[config.mk]
export PLATFORM = sky130hd
export DESIGN_NAME = tlc_input_conditioner
export DESIGN_NICKNAME = d
export VERILOG_FILES = /design/src/rtl/tlc_input_conditioner.sv
export SDC_FILE = /design/constraint.sdc
export NUM_CORES = 1
export LEC_CHECK = 0
export BUFFER_PORTS_ARGS = -buffer_cell sky130_fd_sc_hd__buf_4
export CORE_MARGIN = 8
export CORE_UTILIZATION = 35
export DETAILED_ROUTE_END_ITERATION = 16
export HOLD_SLACK_MARGIN = 0.02
export PLACE_DENSITY = 0.52
export SLEW_MARGIN = 20
export SYNTH_ARGS = -nofsm -noshare
export SYNTH_HDL_FRONTEND = slang
export SYNTH_SLANG_ARGS = --single-unit
export TNS_END_PERCENT = 1
[constraint.sdc]
create_clock -name clk -period 2.1 [get_ports clk]
set_clock_uncertainty 0.2 [all_clocks]
set_input_delay 0.105 -clock clk [delete_from_list [all_inputs] [get_ports clk]]
set_output_delay 0.105 -clock clk [all_outputs]
set_load 0.02 [all_outputs]
[src/rtl/tlc_input_conditioner.sv]
// rtl/tlc_input_conditioner.sv - synchronize, debounce and arbitrate tail-light switch inputs
module tlc_input_conditioner #(
  parameter int unsigned DEBOUNCE_CYCLES = 8
) (
  input  logic clk,
  input  logic rst_n,
  input  logic brake_sw,
  input  logic turn_right_sw,
  input  logic turn_left_sw,
  output logic brake,
  output logic turn_right,
  output logic turn_left,
  output logic sw_fault
);

  // Channel index: 0 = brake, 1 = right turn, 2 = left turn
  localparam logic [7:0] CNT_MAX = 8'(DEBOUNCE_CYCLES - 1);

  typedef enum logic [1:0] {
    ST_IDLE     = 2'd0,
    ST_RIGHT    = 2'd1,
    ST_LEFT     = 2'd2,
    ST_CONFLICT = 2'd3
  } state_t;

  logic [2:0] raw_sw;
  logic [2:0] sync1_q, sync1_d;
  logic [2:0] sync2_q, sync2_d;
  logic [2:0] stable_q, stable_d;
  logic [7:0] cnt_q [3];
  logic [7:0] cnt_d [3];

  state_t state_q, state_d;
  logic   brake_q, brake_d;
  logic   turn_right_q, turn_right_d;
  logic   turn_left_q, turn_left_d;
  logic   sw_fault_q, sw_fault_d;

  assign raw_sw = {turn_left_sw, turn_right_sw, brake_sw};

  // Two-flop synchronizer plus per-channel debounce: a change is accepted only
  // after sync2 has differed from stable for DEBOUNCE_CYCLES consecutive cycles.
  always_comb begin
    sync1_d  = raw_sw;
    sync2_d  = sync1_q;
    stable_d = stable_q;
    for (int i = 0; i < 3; i++) begin
      cnt_d[i] = 8'd0;
      if (sync2_q[i] != stable_q[i]) begin
        if (cnt_q[i] == CNT_MAX) begin
          stable_d[i] = sync2_q[i];
          cnt_d[i]    = 8'd0;
        end else begin
          cnt_d[i] = cnt_q[i] + 8'd1;
        end
      end
    end
  end

  // Synchronizer, counter and stable-bit registers
  always_ff @(posedge clk or negedge rst_n) begin
    if (!rst_n) begin
      sync1_q  <= 3'b000;
      sync2_q  <= 3'b000;
      stable_q <= 3'b000;
      for (int i = 0; i < 3; i++) cnt_q[i] <= 8'd0;
    end else begin
      sync1_q  <= sync1_d;
      sync2_q  <= sync2_d;
      stable_q <= stable_d;
      for (int i = 0; i < 3; i++) cnt_q[i] <= cnt_d[i];
    end
  end

  // Turn arbitration next state; an active direction holds until its own switch drops
  always_comb begin
    state_d = state_q;
    unique case (state_q)
      ST_IDLE: begin
        if (stable_q[1] && stable_q[2])       state_d = ST_CONFLICT;
        else if (stable_q[1])                 state_d = ST_RIGHT;
        else if (stable_q[2])                 state_d = ST_LEFT;
      end
      ST_RIGHT:    if (!stable_q[1])                 state_d = ST_IDLE;
      ST_LEFT:     if (!stable_q[2])                 state_d = ST_IDLE;
      ST_CONFLICT: if (!stable_q[1] && !stable_q[2]) state_d = ST_IDLE;
      default:                                       state_d = ST_IDLE;
    endcase
  end

  // Moore outputs decoded from the next state so they register alongside it
  always_comb begin
    brake_d      = stable_q[0];
    turn_right_d = (state_d == ST_RIGHT);
    turn_left_d  = (state_d == ST_LEFT);
    sw_fault_d   = (state_d == ST_CONFLICT);
  end

  // FSM state and output registers
  always_ff @(posedge clk or negedge rst_n) begin
    if (!rst_n) begin
      state_q      <= ST_IDLE;
      brake_q      <= 1'b0;
      turn_right_q <= 1'b0;
      turn_left_q  <= 1'b0;
      sw_fault_q   <= 1'b0;
    end else begin
      state_q      <= state_d;
      brake_q      <= brake_d;
      turn_right_q <= turn_right_d;
      turn_left_q  <= turn_left_d;
      sw_fault_q   <= sw_fault_d;
    end
  end

  assign brake      = brake_q;
  assign turn_right = turn_right_q;
  assign turn_left  = turn_left_q;
  assign sw_fault   = sw_fault_q;

endmodule

# Word level (Yosys, flattened, before mapping)
# Index checks and enable logic that the tools add are counted.
[word_totals] wordCells=49 register_bits=39 in_bits=5 output_inout_bits=4
[classes] n_reduce_logical=8 n_addsub=3 eq_ne=12 n_mux=13
[ops] cell="$mux 8" n=6
[ops] cell="$add 8x1->8 const B" n=3
[ops] cell="$eq 8x3->1 const B" n=3
[ops] cell="$mux 2" n=6
[ops] cell="$eq 2x2->1 const B" n=4
[ops] cell="$pmux 2 s4" n=1
[ops] cell="$reduce_and 2->1" n=3
[ops] cell="$eq 2x1->1 const B" n=2
[ops] cell="$ne 1x1->1" n=3
[ops] cell="$logic_and 1x1->1" n=2
[ops] cell="$logic_not 1->1" n=2
[ops] cell="$logic_not 2->1" n=1

# Depth between registers and ports, before layout
# Gate-level depths: netlist of the first run.
[logic_depth] ltp_word=5 ltp_mapped=4 mapped_depth_nobuf=4

# Worst setup path after synthesis of the first run
# OpenSTA, ideal clock, no wires.
[synth_path] path_kind="flip-flop to flip-flop" start="reg cnt_q[11] in the netlist's numbering" end="reg stable_q[1]" t_required_ns=1.773 t_arrival_ns=1.364 setup_time_ns=0.127 synth_period_minus_slack_ns=1.692 path_buffers=0 path_stages_with_launch=4 path_slack_ns=0.408 cell_sequence="dfrtp_1 > or4_4 > nor2_1 > mux2_1"
[synth_between] elab_chain_cells=2
[synth_rtl] element="from (decl)" line="30" text="logic [7:0] cnt_q [3];"
[synth_rtl] element="$eq 8x3->1" line="50" text="if (cnt_q[i] == CNT_MAX) begin"
[synth_rtl] element="$reduce_and 2->1 (no source line)"
[synth_rtl] element="to (signal assigned)" line="70" text="stable_q <= stable_d;"
[synth_rtl] element="to (decl)" line="29" text="logic [2:0] stable_q, stable_d;"
# No other way between the ends.
# A chain may end at the register's enable or synchronous reset.

# Final worst setup path of the first run
# Same ends and word-level chain as after synthesis.

==> run metrics, run 1 <==
status completed; largest cells by area after synthesis dfrtp_1 61%, nor2_1 4.2%, a21oi_1 4.1%; proportion of layout cells with a drive suffix above 1 13.0%; Seq pwr share 52.1%; Reg clk slew, reported paths 0.07 ns; CTS sink cnt 39; WS Path Type reg2reg; Overflow after GRT 0; initial antenna violation count 0; Yosys top cell by area dfrtp_1; worst min-delay path class in2async; share of total power in the clock network 25.7%; Die Span X 83.7 um; core area 4380 um2; Cell Area, Synth 1610 um2; routability congestion estimate from global placement 0.747; CP Capture Type flip-flop; Worst Setup Slack, final 0.356 ns; first-pass GRT wire length 4540 um; post-DR vias/cell 4.90; peak supply drop 0.395 mV; fin crit share 83.0%; antenna cells 0; Yosys cell types 22; fillers 432; switching pwr 612 uW; total routed wirelength 2500 um; Seq/Total Area, Yosys 60.8%; Synth top cells by count 39 x dfrtp_1, 18 x nor2_1, 13 x a21oi_1, 13 x nand3_1; Slew HR 68.2%; CTS Buf Count 5; vias in the first global route 1039; Final TNS setup 0 ns; IO buf count 8; DR vias 1048; Post-synth EDFFs 0; sw frac 31.2%; internal power 1350 uW; Min Clock Period, post-route 1.74 ns; critical path data required time 2.08 ns; Initial Util 36.6%; H-tree levels 2; TritonCTS clock tree done; CP Cell Sequence or4_4, nor2_1, mux2_1; CP max FO 6; deepest clock path buffer count 2; Leakage 0.000812 uW; Top delay family on crit path simple AND/OR/NAND/NOR gates; RSZ-0062 raised after global routing no; hpwl dp 1740 um; Worst Tran Pin Value 0.477 ns; Cells after Synth 145; Pre-antenna DRT Iters 4; IO Pins 9; pwr dens 1060 nW/um2; clk_lat worst skew 0.29 ns; top_reg_cell synth dfrtp_1; Critical Path AT 1.72 ns; CP max-delay cell or4_4; ys async rst share 100%; number of nets with antenna violations after routing 0; Syn Nets 153; final hold vios 0; Finish-stage setup viols 0; GR Util All Layers 8.01%; initial DRC count 39; Comb pwr share 22.2%; startpoint types flip-flop; Worst Path Buf+Inv 0; Max Slew Vio Count 0; WL/cell 11.7 um; Post-route DRC 0; Ys Warns 0; Area Growth Syn to Fin 15.1%; Rows 24; most numerous cell in the Yosys netlist dfrtp_1; post-CTS setup repair buffer count 0; largest net degree at the start of global routing 40; Max Cap Viol 0; Synth Area per Inst 11.1 um2; die area 7010 um2; Die Span Y 83.7 um; Max Clk Rate 573 MHz; pre-CTS setup slack 0.354 ns; slowest stage delay, CP 0.54 ns; Seq cells post-synth 39; Layout Nets 170; post-CTS sizing 0; Yosys top cell area share 60.8%; Root Driver clkbuf_8
power groups by stage:
stage | combinational [uW] | clock, uW | sequential, uW
final | 435 | 504 | 1020
after global routing | 507 | 558 | 1050
after CTS | 446 | 526 | 1020
after detailed placement | 438 | 0 | 1040
after global placement | 432 | 0 | 1030
after floorplan | 307 | 0 | 1030
routing by layer:
| layer | vias to the layer above | routed length (um) | global-route usage (%) |
|---|---|---|---|
| met3 | 7 | 104 | 2.93 |
| met5 | - | 0 | 0 |
| li1 | 527 | - | - |
| met4 | 0 | 55 | 5.65 |
| met1 | 500 | 1190 | 9.67 |
| met2 | 14 | 1150 | 11.4 |
placed cells by master, fill, tap and decap left out, types with 3 or more instances in the layout:
cell	n
ha_1	3
nor2_1	18
xnor2_1	6
xor2_1	6
buf_4	8
nand2_1	4
a21oi_1	13
nand3_1	13
dlygate4sd3_1	4
inv_1	7
o21ai_0	9
clkbuf_8	6
dfrtp_1	39
nand4_1	3
or3_1	9
cell families after synthesis:
kind of cell	after synthesis	synth area share [%]
muxes	3	2.10
and+or+nand+nor	54	17.3
adders and majority gates	3	2.34
AOI/OAI and AO/OA	25	8.65
DFF	39	60.8
xor gates and xnor gates	12	6.55
buffers and inverters	9	2.26
cell type report:
| class | instances | area [um2] | area share, % |
|---|---|---|---|
| inverters | 7 | 26.3 | 1.42 |
| multi-input cells | 97 | 593 | 32.1 |
| flip-flops and latches | 39 | 976 | 52.8 |
| well taps | 52 | 65.1 | 3.52 |
| repair buffers | 12 | 100 | 5.42 |
| clock inverters | 1 | 5.00 | 0.271 |
| clock buffers | 6 | 82.6 | 4.47 |
sequential cells by signal, summed over array words and instances, names as in the netlist:
name        cells
sync2_q         3
turn_right      1
stable_q        3
cnt_q          24
sw_fault        1
turn_left       1
state_q         2
brake           1
sync1_q         3
timing repair:
| action | in CTS | in global routing |
|---|---|---|
| endpoints found under the setup margin | 0 | 0 |
| hold endpoints to repair | 42 | 0 |
| hold buffers | 4 | 0 |
through the flow:
step                      hold slack [ns]  util (%)  std cells  power (uW)  area (um2)
final                               0.120      42.2        214        1960        1850
after global routing                0.158      42.2        214        2110        1850
after CTS                           0.138      42.2        214        2000        1850
after detailed placement          -0.0955      39.2        203        1480        1720
after global placement            -0.0997      39.2        203        1460        1720
after floorplan                    -0.391         -        145        1340        1610
worst paths after layout:
check / startpoint / depth (start not counted) / slack, ns / endpoint
max: cnt_q[11] / 3 / 0.36 / stable_q[1]
min: rst_n / 2 / 0.12 / cnt_q[4]
max reg2reg: cnt_q[11] / 3 / 0.36 / stable_q[1]
min reg2reg: sync1_q[1] / 0 / 0.15 / sync2_q[1]
max in group asynchronous: rst_n / 2 / 1.24 / sync2_q[1]
min in group clk: sync1_q[1] / 0 / 0.15 / sync2_q[1]
Note: power is estimated with default switching activity, not from simulation.
==> inputs of run 2 (changes only) <==
--- a/config.mk
+++ b/config.mk
@@ -10,7 +10,7 @@
 export CORE_UTILIZATION = 35
 export DETAILED_ROUTE_END_ITERATION = 16
 export HOLD_SLACK_MARGIN = 0.02
-export PLACE_DENSITY = 0.52
+export PLACE_DENSITY = 0.53
 export SLEW_MARGIN = 20
 export SYNTH_ARGS = -nofsm -noshare
 export SYNTH_HDL_FRONTEND = slang
==> constraint.sdc (replaced) <==
create_clock -name clk -period 1.6 [get_ports clk]
set_clock_uncertainty 0.2 [all_clocks]
set_input_delay 0.08 -clock clk [delete_from_list [all_inputs] [get_ports clk]]
set_output_delay 0.08 -clock clk [all_outputs]
set_load 0.02 [all_outputs]
==> run 2 against run 1 <==
  * The run now ends with setup timing left
  * Setup slack lost 0.44 ns
  * Power up 38%
  * Via count rose by 11%
  * Sequential power is 28% higher
  * Routed wire length is 13% higher
  * Combinational power rose by 77%
  * Critical path type unchanged
  * Largest power group unchanged
  * Highest routed layer unchanged
==> run metrics, run 2 (synthesis results as in run 1) <==
status finished, violations left (was completed); failing checks setup timing; clk_lat worst skew 0.29 ns (about the same); H-tree levels 2 (unchanged); max FFs per register 24 (unchanged); TritonCTS clock tree done (unchanged); CP max FO 2 (was 6); most frequent cells in the layout 39 x dfrtp_1, 26 x buf_4, 17 x nor2_1, 13 x nand3_1, 13 x a21oi_1 (was 39 x dfrtp_1, 18 x nor2_1, 13 x nand3_1, 13 x a21oi_1); RSZ-0062 raised after global routing yes (was no); number of nets with antenna violations after routing 0 (unchanged); Post-Place Cells 220 (was 203); Worst R2R Start cnt_q[14] (was cnt_q[11]); Finish-stage setup viols 1 (was 0); Setup crit start cnt_q[14] (was cnt_q[11]); GR Util All Layers 8.81% (was 8.01%); highest routed layer met4 (unchanged); WS Path Type reg2reg (unchanged); reg2reg path depth 3 (unchanged); Max Slew Vio Count 0 (unchanged); startpoint types flip-flop (unchanged); internal power 1860 uW (was 1350 uW); vias in the first global route 1186 (was 1039); Area Growth Syn to Fin 25.1% (was 15.1%); Layout Nets 188 (was 170); switching pwr 842 uW (was 612 uW); Max Clk Rate 594 MHz (was 573 MHz); initial DRC count 42 (was 39); Root Driver clkbuf_8 (unchanged); total routed wirelength 2830 um (was 2500 um); DR vias 1163 (was 1048); Worst Setup Slack, final -0.0826 ns (was 0.356 ns); Leakage 0.000906 uW (was 0.000812 uW); Initial Util 36.6% (unchanged); Die Span X 83.7 um (unchanged); post-DR vias/cell 4.99 (was 4.90); most common cell after layout, fill and taps aside dfrtp_1 (unchanged); CTS sink cnt 39 (unchanged); routed wire length on met3 87 um (was 104 um); Top reg by flops cnt_q (unchanged); routability congestion estimate from global placement 0.807 (was 0.747); Overflow after GRT 0 (unchanged); area of the multi-input gates 624 um2 (was 593 um2); final hold vios 0 (unchanged); CTS Buf Count 5 (unchanged); proportion of layout cells with a drive suffix above 1 23.2% (was 13.0%); sw frac 31.1% (was 31.2%); Reg clk slew, reported paths 0.07 ns (about the same); CP Capture Type flip-flop (unchanged); initial antenna violation count 0 (unchanged); Critical Path AT 1.66 ns (was 1.72 ns); peak supply drop 0.612 mV (was 0.395 mV); Fin Hold WS 0.0897 ns (was 0.120 ns); fillers 424 (was 432); fin crit share 105% (was 83.0%); flop-to-flop setup slack -0.08 ns (was 0.36 ns); Max Cap Viol 0 (unchanged); metal2 WL 1400 um (was 1150 um); largest net degree at the start of global routing 40 (unchanged); Worst Tran Pin Value 0.480 ns (was 0.477 ns); WL/cell 12.1 um (was 11.7 um); critical path data required time 1.57 ns (was 2.08 ns); IO buf count 8 (unchanged); Seq pwr share 48.4% (was 52.1%); hpwl dp 2010 um (was 1740 um); Layout Cells excl Fill 233 (was 214); r2r endpoint stable_q[1] (unchanged); pwr dens 1350 nW/um2 (was 1060 nW/um2); Comb pwr share 28.5% (was 22.2%); Pre-antenna DRT Iters 4 (unchanged); Sequential Area 976 um2 (unchanged); Post-route DRC 0 (unchanged); M1 WL 1300 um (was 1190 um); antenna cells 0 (unchanged); Die Span Y 83.7 um (unchanged); deepest clock path buffer count 2 (unchanged); Min Clock Period, post-route 1.68 ns (was 1.74 ns); Rows 24 (unchanged); IO Pins 9 (unchanged); Slew HR 68.0% (was 68.2%); core area 4380 um2 (unchanged); die area 7010 um2 (unchanged); first-pass GRT wire length 5110 um (was 4540 um); share of total power in the clock network 23.1% (was 25.7%); worst min-delay path class in2async (unchanged)
-- run 2: worst max-delay path by stage --
| stage | end | slack (ns) | depth (start not counted) |
|---|---|---|---|
| after detailed placement | stable_q[1] | -0.04 | 3 |
| after global placement | stable_q[1] | -0.03 | 3 |
| after floorplan | stable_q[1] | -0.04 | 3 |
| after global routing | stable_q[1] | -0.11 | 3 |
| final | stable_q[1] | -0.08 | 3 |
| after CTS | stable_q[1] | -0.06 | 3 |
-- run 2: final cells by class --
cell class	count	share of cell area (%)
well taps	52	3.24
clock inverters	1	0.249
inverters	7	1.31
clock buffers	7	3.80
flip-flops and latches	39	48.6
repair buffers	30	11.7
multi-input cells	97	31.1
-- run 2: routing by layer --
| metal | vias up | GRT usage [%] |
|---|---|---|
| li1 | 567 | - |
| met1 | 584 | 10.1 |
| met2 | 8 | 13.8 |
| met3 | 4 | 3.32 |
| met4 | 0 | 4.71 |
| met5 | - | 0 |
-- run 2: repair_timing --
item,4_1_cts,5_1_grt
setup endpoints to repair,7,13
buffers inserted,0,1
gates resized for setup,1,2
hold buffers,4,0
pin swaps,1,2
hold endpoints to repair,42,0
-- run 2: power groups by stage --
stage / registers (uW) / logic (uW) / clock network [uW]
after detailed placement: 1330 / 758 / 0
after global routing: 1340 / 878 / 704
after global placement: 1320 / 737 / 0
final: 1310 / 771 / 624
after CTS: 1310 / 771 / 660
after floorplan: 1360 / 413 / 0
-- run 2: critical path: stages, from the launching register on --
cell and delay (ns):
dfrtp_1 0.39, or4_4 0.58, nor2_4 0.11, mux2_4 0.29
-- run 2: metrics by stage --
| step | setup slack [ns] | instance area, um2 | TNS [ns] | utilization [%] | total power, uW |
|---|---|---|---|---|---|
| after floorplan | -0.0356 | 1620 | -0.0455 | - | 1770 |
| after global placement | -0.0274 | 1860 | -0.0274 | 42.4 | 2050 |
| after detailed placement | -0.0369 | 1860 | -0.0803 | 42.4 | 2090 |
| after CTS | -0.0591 | 1990 | -0.198 | 45.3 | 2740 |
| after global routing | -0.106 | 2010 | -0.106 | 45.8 | 2920 |
| final | -0.0826 | 2010 | -0.0826 | 45.8 | 2700 |
==> inputs of run 3 (changes only) <==
--- a/config.mk
+++ b/config.mk
@@ -8,6 +8,7 @@
 export BUFFER_PORTS_ARGS = -buffer_cell sky130_fd_sc_hd__buf_4
 export CORE_MARGIN = 8
 export CORE_UTILIZATION = 35
+export CTS_BUF_LIST = sky130_fd_sc_hd__clkbuf_4
 export DETAILED_ROUTE_END_ITERATION = 16
 export HOLD_SLACK_MARGIN = 0.02
 export PLACE_DENSITY = 0.53
==> run 3 against run 2 <==
  * The run still ends with setup timing left
  * Setup slack worse by 0.0067 ns
  * Hold slack worse by 0.064 ns
  * Sequential share of layout area is 0.58 points higher
  * Sequential power hardly changed
  * Fmax is 0.40% lower
  * Die area stayed put
  * Largest cell class unchanged
  * Largest power group unchanged
  * Highest routed layer unchanged
==> run metrics, run 3 (synthesis results as in run 1) <==
H-tree levels 2 (unchanged); CP Capture Type flip-flop (unchanged); hpwl dp 2010 um (unchanged); Post-route DRC 0 (unchanged); Layout Nets 188 (unchanged); most frequent cells in the layout 39 x dfrtp_1, 26 x buf_4, 17 x nor2_1, 13 x nand3_1, 13 x a21oi_1 (unchanged); Leakage 0.000900 uW (was 0.000906 uW); Max Slew Vio Count 0 (unchanged); worst min-delay path class in2async (unchanged); Worst R2R Start cnt_q[14] (unchanged); flop-to-flop setup slack -0.09 ns (was -0.08 ns); GR Util All Layers 8.83% (was 8.81%); initial antenna violation count 0 (unchanged); Die Span X 83.7 um (unchanged); routability congestion estimate from global placement 0.807 (unchanged); Initial Util 36.6% (unchanged); WL/cell 12.1 um (about the same); fin crit share 106% (was 105%); deepest clock path buffer count 2 (unchanged); Rows 24 (unchanged); CP max FO 2 (unchanged); proportion of layout cells with a drive suffix above 1 24.3% (was 23.2%); CTS Buf Count 5 (unchanged); clk_lat worst skew 0.34 ns (was 0.29 ns); Worst Setup Slack, final -0.0893 ns (was -0.0826 ns); Root Driver clkbuf_4 (was clkbuf_8); number of nets with antenna violations after routing 0 (unchanged); first-pass GRT wire length 5130 um (was 5110 um); startpoint types flip-flop (unchanged); initial DRC count 35 (was 42); Min Clock Period, post-route 1.69 ns (was 1.68 ns); max FFs per register 24 (unchanged); antenna cells 0 (unchanged); r2r endpoint stable_q[1] (unchanged); Pre-antenna DRT Iters 4 (unchanged); Slew HR 68.0% (about the same); failing checks setup timing (unchanged); WS Path Type reg2reg (unchanged); Post-Place Cells 220 (unchanged); CP max-delay cell or4_4 (unchanged); Critical Path AT 1.72 ns (was 1.66 ns); CTS sink cnt 39 (unchanged); vias in the first global route 1201 (was 1186); reg2reg path depth 3 (unchanged); TritonCTS clock tree done (unchanged); Overflow after GRT 0 (unchanged); Area Growth Syn to Fin 23.6% (was 25.1%); slowest stage delay, CP 0.58 ns (about the same); RSZ-0062 raised after global routing yes (unchanged); critical path data required time 1.63 ns (was 1.57 ns); total routed wirelength 2830 um (about the same); status finished, violations left (unchanged); pre-CTS setup slack -0.0369 ns (unchanged); Reg clk slew, reported paths 0.11 ns (was 0.07 ns); Worst Tran Pin Value 0.480 ns (about the same); Max Clk Rate 592 MHz (was 594 MHz); die area 7010 um2 (unchanged); Max Cap Viol 0 (unchanged); IO Pins 9 (unchanged); Finish-stage setup viols 1 (unchanged); most common cell after layout, fill and taps aside dfrtp_1 (unchanged); DR vias 1169 (was 1163); Layout Cells excl Fill 233 (unchanged); peak supply drop 0.478 mV (was 0.612 mV); final hold vios 0 (unchanged); post-DR vias/cell 5.02 (was 4.99); IO buf count 8 (unchanged); CP Cell Sequence or4_4, nor2_4, mux2_4 (unchanged); Die Span Y 83.7 um (unchanged); core area 4380 um2 (unchanged); pwr dens 1300 nW/um2 (was 1350 nW/um2); largest net degree at the start of global routing 40 (unchanged); Top reg by flops cnt_q (unchanged)
[run 3: layout make-up]
class / count / area [um2]
timing repair buffer: 30 / 235
sequential: 39 / 976
clock buffer: 7 / 52.6
tap: 52 / 65.1
multi-input combinational: 97 / 624
inverter: 7 / 26.3
clock inverter: 1 / 5.00
fill: 424 / 2400
[run 3: worst max path at each step]
stage	slack (ns)	depth (start not counted)	start	to
2_1_floorplan	-0.04	3	cnt_q[14]	stable_q[1]
3_3_place_gp	-0.03	3	cnt_q[14]	stable_q[1]
3_5_place_dp	-0.04	3	cnt_q[14]	stable_q[1]
4_1_cts	-0.07	3	cnt_q[11]	stable_q[1]
5_1_grt	-0.12	3	cnt_q[14]	stable_q[1]
6_report	-0.09	3	cnt_q[14]	stable_q[1]
[run 3: power by group]
group / switching (uW) / internal, uW
combinational: 388 / 382
sequential: 136 / 1170
clock: 305 / 205
total: 828 / 1760
[run 3: per-layer routing]
layer | share of wire (%) | global-route usage (%)
met5 | 0 | 0
met4 | 1.9 | 4.55
met3 | 3.3 | 3.32
met2 | 48 | 14.0
met1 | 47 | 10.1
[run 3: critical path: cells and delay by family (launching register included)]
kind / cells / cell delay, ns
flip-flops: 1 / 0.41
multiplexers: 1 / 0.29
AND/OR/NAND/NOR: 2 / 0.68
[run 3: metrics by stage]
stage | instance area, um2 | TNS (ns) | util (%) | total power (uW) | hold WS (ns)
finish | 1980 | -0.0893 | 45.3 | 2590 | 0.0259
global placement | 1860 | -0.0274 | 42.4 | 2050 | -0.124
detailed placement | 1860 | -0.0803 | 42.4 | 2090 | -0.117
CTS | 1970 | -0.248 | 44.9 | 2630 | 0.0423
floorplan | 1620 | -0.0455 | - | 1770 | -0.416
global route | 1980 | -0.139 | 45.3 | 2800 | 0.0534
[run 3: what timing repair did]
item,CTS,global route
resized for setup,2,1
pin swaps,1,2
setup endpoints to repair,8,6
endpoints found under the hold margin,42,0
buffers inserted,0,1
hold buffers,4,0
